$ cat src/rtl/pwm_capture.sv
// ============================================================================
//  Module      : pwm_capture
//  Description : Measures period (as top = period-1) and high time of an
//                asynchronous PWM input, in clk cycles, with overflow flag.
//  Revision    : 1.0 - initial release
// ============================================================================
`default_nettype none

module pwm_capture (
   input  logic        clk,
   input  logic        nrst,
   input  logic        pwm_in,
   input  logic        en,
   output logic [15:0] top,
   output logic [15:0] cmp,
   output logic        valid,
   output logic        ovf
);

   localparam logic [1:0]  c_IDLE    = 2'd0;
   localparam logic [1:0]  c_SYNC    = 2'd1;
   localparam logic [1:0]  c_HIGH    = 2'd2;
   localparam logic [1:0]  c_LOW     = 2'd3;
   localparam logic [15:0] c_CNT_MAX = 16'hFFFF;

   logic        r_s1, r_s2, r_s3;
   logic        w_rise, w_fall;
   logic [1:0]  r_state, w_state_nxt;
   logic [15:0] r_cnt, w_cnt_nxt;
   logic [15:0] r_hcnt, w_hcnt_nxt;
   logic [15:0] r_top, w_top_nxt;
   logic [15:0] r_cmp, w_cmp_nxt;
   logic        r_valid, w_valid_nxt;
   logic        r_ovf, w_ovf_nxt;
   logic        w_cnt_max;

   always_ff @(posedge clk or negedge nrst) begin
      if (!nrst) begin
         r_s1 <= 1'b0;
         r_s2 <= 1'b0;
         r_s3 <= 1'b0;
      end else begin
         r_s1 <= pwm_in;
         r_s2 <= r_s1;
         r_s3 <= r_s2;
      end
   end

   assign w_rise    = r_s2 & ~r_s3;
   assign w_fall    = ~r_s2 & r_s3;
   assign w_cnt_max = (r_cnt == c_CNT_MAX);

   // State register
   always_ff @(posedge clk or negedge nrst) begin
      if (!nrst) begin
         r_state <= c_IDLE;
      end else begin
         r_state <= w_state_nxt;
      end
   end

   // Next-state logic
   always_comb begin
      w_state_nxt = r_state;
      if (!en) begin
         w_state_nxt = c_IDLE;
      end else begin
         case (r_state)
            c_IDLE: w_state_nxt = c_SYNC;
            c_SYNC: if (w_rise) w_state_nxt = c_HIGH;
            c_HIGH: begin
               if (w_fall)         w_state_nxt = c_LOW;
               else if (w_cnt_max) w_state_nxt = c_SYNC;
            end
            c_LOW: begin
               if (w_rise)         w_state_nxt = c_HIGH;
               else if (w_cnt_max) w_state_nxt = c_SYNC;
            end
            default: w_state_nxt = c_IDLE;
         endcase
      end
   end

   // Output / datapath next values
   always_comb begin
      w_cnt_nxt   = r_cnt;
      w_hcnt_nxt  = r_hcnt;
      w_top_nxt   = r_top;
      w_cmp_nxt   = r_cmp;
      w_valid_nxt = 1'b0;
      w_ovf_nxt   = r_ovf;
      if (!en) begin
         w_cnt_nxt = 16'd0;
         w_ovf_nxt = 1'b0;
      end else begin
         case (r_state)
            c_SYNC: if (w_rise) w_cnt_nxt = 16'd1;
            c_HIGH: begin
               if (w_fall) begin
                  w_hcnt_nxt = r_cnt;
                  // Saturate so an over-long high phase still ends in overflow
                  w_cnt_nxt  = w_cnt_max ? r_cnt : r_cnt + 16'd1;
               end else if (w_cnt_max) begin
                  w_ovf_nxt = 1'b1;
               end else begin
                  w_cnt_nxt = r_cnt + 16'd1;
               end
            end
            c_LOW: begin
               if (w_rise) begin
                  w_top_nxt   = r_cnt - 16'd1;
                  w_cmp_nxt   = r_hcnt;
                  w_valid_nxt = 1'b1;
                  w_cnt_nxt   = 16'd1;
               end else if (w_cnt_max) begin
                  w_ovf_nxt = 1'b1;
               end else begin
                  w_cnt_nxt = r_cnt + 16'd1;
               end
            end
            default: ;
         endcase
      end
   end

   always_ff @(posedge clk or negedge nrst) begin
      if (!nrst) begin
         r_cnt   <= 16'd0;
         r_hcnt  <= 16'd0;
         r_top   <= 16'd0;
         r_cmp   <= 16'd0;
         r_valid <= 1'b0;
         r_ovf   <= 1'b0;
      end else begin
         r_cnt   <= w_cnt_nxt;
         r_hcnt  <= w_hcnt_nxt;
         r_top   <= w_top_nxt;
         r_cmp   <= w_cmp_nxt;
         r_valid <= w_valid_nxt;
         r_ovf   <= w_ovf_nxt;
      end
   end

   assign top   = r_top;
   assign cmp   = r_cmp;
   assign valid = r_valid;
   assign ovf   = r_ovf;

endmodule

`default_nettype wire

$ cat config.mk
export PLATFORM = sky130hd
export DESIGN_NAME = pwm_capture
export DESIGN_NICKNAME = d
export VERILOG_FILES = /design/src/rtl/pwm_capture.sv
export SDC_FILE = /design/constraint.sdc
export NUM_CORES = 1
export LEC_CHECK = 0
export CAP_MARGIN = 20
export CORE_UTILIZATION = 51
export DETAILED_ROUTE_END_ITERATION = 6
export PLACE_DENSITY = 0.81
export SKIP_LAST_GASP = 1
export SYNTH_ARGS = -nofsm -noshare
export SYNTH_HDL_FRONTEND = slang
export SYNTH_SLANG_ARGS = --single-unit
$ cat constraint.sdc
create_clock -name clk -period 1.9 [get_ports clk]
set_clock_uncertainty 0.05 [all_clocks]
set_input_delay 0.19 -clock clk [delete_from_list [all_inputs] [get_ports clk]]
set_output_delay 0.19 -clock clk [all_outputs]
set_load 0.1 [all_outputs]
==> metrics <==
Primary FF master, synth dfrtp_1; CP Launch Type register; DP HPWL 5790 um; post-DR wirelength/cell 16.7 um; crit path from r_cnt[7]; die footprint 0.00717 mm2; DRT Pass-1 Iters 6; vias in the first global route 2874; Max Cap Viol 0; Worst VDD drop 718 uV; routed wire length 8630 um; Slew headroom 68.4%; Setup Viol. Count Final 2; Flop pwr share 29.9%; GR peak layer met2; hold slack 232 ps; hold path start pwm_in; Net Sw Frac 42.5%; setup TNS after final layout -33.5 ps; first-pass GRT wire length 14000 um; ordered list of cells on the worst path nand3_4, or4_1, or4_4, a21oi_2; via count 2959; Tot GR Track Use 25.0%; reg-to-reg startpoint r_cnt[7]; Max Freq 0.521 GHz; Final Non-Filler Cells 516; die width 84.7 um; total gr overflow 0; Longest Clk Path Bufs 2; post-layout min period 1920 ps; failing checks design-rule violations, negative setup slack; Worst EP required 2130 ps; # port buffers 37; Lkg Pwr 2.24 nW; Hold Vio Cnt, Final 0; fillers 476; post-route cell area 0.00469 mm2; P_sw 0.00256 W; routability cong. 0.868; pins over their slew limit 0; flops & latches, synth 71; Layout area overhead 34.5%; Crit Path Max Fanout 6; Synth Cell Area 0.00348 mm2; Detail Route Antenna Nets 0; Tcrit/Tclk final 101%; pwr/cell area 1280 mW/mm2; data arrival time of the critical path 2150 ps; die height 84.7 um; Starting Density 54.0%; status finished with violations; number of enable flip-flop cells after synthesis 0; nets 444; Core ar. 0.00646 mm2; IO Pins 38; synth unique cells 52; # clock sinks 71; Slew @ Worst Pin 474 ps; CTS H-tree lvls 3; layout cells sized above 1 41.0%; syn_area_per_cell 10.1 um2; post-route setup slack -20.1 ps; Reg2Reg Setup Slack -20 ps; unrepaired setup endpoints after global routing true; Inserted Clock Buffers 9; ant diodes 0; Slowest-stage cell, CP or4_1; Clk network pwr share 22.5%; max incr delay on CP 590 ps; Int Pwr 0.00346 W; Vias/cell 5.73; CTS tree built; total design power 0.00602 W; Synth Warn # 0; cell count after placement 489; DRC errors left 4; initial antenna violation count 0; GR met3 Demand/Resource 4.03%; clk_lat worst skew 350 ps; number of DRC markers in iteration 0 182; CP Capture Type register; Hold WC Path Type primary input to register; cells after synthesis 346; Clk pin slew, worst setup/hold paths 80 ps; Syn Nets 356; combinational share of power 47.5%; Cell Area, Placed 0.00421 mm2; GR Util met1 33.3%; met2 usage 41.5%; asr flop ratio synth 100%; Crit Path Category register to register; sequential element share of the synthesized area 51.0%; Root Driver clkbuf_8; largest net degree at the start of global routing 72; Rows 29
-- metrics by stage --
stage          util [%]  setup slack, ps
5_1_grt            72.6            -55.0
4_1_cts            70.8            -20.1
6_report           72.6            -20.1
3_5_place_dp       65.2             -133
3_3_place_gp       65.2            -67.7
2_1_floorplan         -            -19.7
-- cells in the mapped netlist (2+ instances only) --
cell type   n  area (um2)
a211o_1     2        17.5
a21oi_1    13        65.1
a31oi_1     5        31.3
a41oi_1     2        17.5
and4_1      2        17.5
buf_2      11        55.1
clkbuf_1   13        48.8
dfrtp_1    71        1780
ha_1        6        75.1
inv_1       8        30.0
mux2_2     16         180
mux2i_1     4        40.0
nand2_1    71         267
nand3_1     8        40.0
nand4_1     4        25.0
nor2_1     11        41.3
nor2b_1     2        12.5
nor3_1      7        35.0
nor3b_1     3        22.5
nor4_1      3        18.8
nor4_2      5        62.6
o211ai_1    2        15.0
o21ai_0    12        60.1
o21ai_1     7        35.0
o21bai_1    3        22.5
o31ai_1     7        52.6
or2_2       3        18.8
or4_1      11        82.6
xnor2_1    11        96.3
-- registers in the layout, indices dropped and copies added, names as in the netlist --
register  flops
r_state       2
cmp          16
valid         1
r_hcnt       16
r_cnt        16
ovf           1
r_s1          1
r_s2          1
r_s3          1
top          16
-- path summary, 6_finish.rpt --
kind                                  end  cells past startpoint
worst max register to register  r_cnt[11]                      4
max in group asynchronous        r_cnt[2]                      3
worst min-delay path                 r_s1                      1
min in group asynchronous          cmp[5]                      3
worst max-delay path            r_cnt[11]                      4
worst min register to register       r_s2                      0
-- cell usage in the layout, fill, tap and decap left out, drive strengths merged, types with 2 or more instances in the layout --
master | synthesis | layout
clkdlybuf4s50 | 0 | 2
nor2b | 2 | 2
o21bai | 3 | 3
a41oi | 2 | 2
a21oi | 13 | 13
xnor2 | 11 | 11
and4 | 2 | 2
ha | 6 | 6
mux2 | 16 | 16
o21ai | 19 | 19
nor2 | 11 | 11
a211o | 2 | 2
nor4 | 9 | 9
clkinv | 0 | 4
dfrtp | 71 | 71
a31oi | 5 | 5
nand3 | 9 | 9
or2 | 5 | 5
buf | 11 | 96
nor3 | 8 | 8
o211ai | 2 | 2
or4 | 12 | 12
bufinv | 0 | 2
clkbuf | 14 | 11
nand4 | 5 | 5
inv | 8 | 8
a31o | 1 | 3
nand2 | 71 | 71
mux2i | 4 | 4
o31ai | 7 | 7
nor3b | 3 | 3
-- power by group through the flow --
stage                     registers [W]  clock network [W]  logic [W]
after floorplan                 0.00273                  0   0.000927
after global placement          0.00181                  0    0.00243
after detailed placement        0.00183                  0    0.00249
after CTS                       0.00180            0.00136    0.00272
after global routing            0.00182            0.00144    0.00304
final                           0.00180            0.00136    0.00286
-- cells by family (layout without fill, tap and decap cells) --
logic type | count (synthesis) | count (layout) | synth area share [%]
simple gates | 141 | 141 | 21.9
flops | 71 | 71 | 51.0
compound gates | 63 | 65 | 11.6
buf+inv | 33 | 124 | 4.06
mux | 20 | 20 | 6.32
xor+xnor | 12 | 12 | 3.02
fa+ha+maj | 6 | 6 | 2.15
-- metal layers --
metal  wire length (um)  vias to the layer above
met5                  0                        -
met2               4260                      103
met4                265                        0
met3                461                       32
met1               3650                     1416
li1                   -                     1408
-- critical path, delay by kind of cell, from the launching register on --
kind	cells	cell delay (ps)
and+or+nand+nor	3	1170
AOI/OAI and AO/OA	1	140
DFF	1	480
-- what timing repair did --
item,4_1_cts,5_1_grt
setup buffers,4,3
pin swaps,6,9
hold buffers,1,0
endpoints found under the setup margin,24,25
cloned,1,2
resized for setup,18,24
hold endpoints to repair,71,0
-- layout make-up --
cell class	instances	area [um2]	share of cell area (%)
inverter	8	30.0	0.641
multi-input combinational	244	1740	37.2
tap	77	96.3	2.06
clock buffer	10	138	2.94
timing repair buffer	100	808	17.2
sequential	71	1790	38.1
clock inverter	6	83.8	1.79
Note: power is estimated with default switching activity, not from simulation.
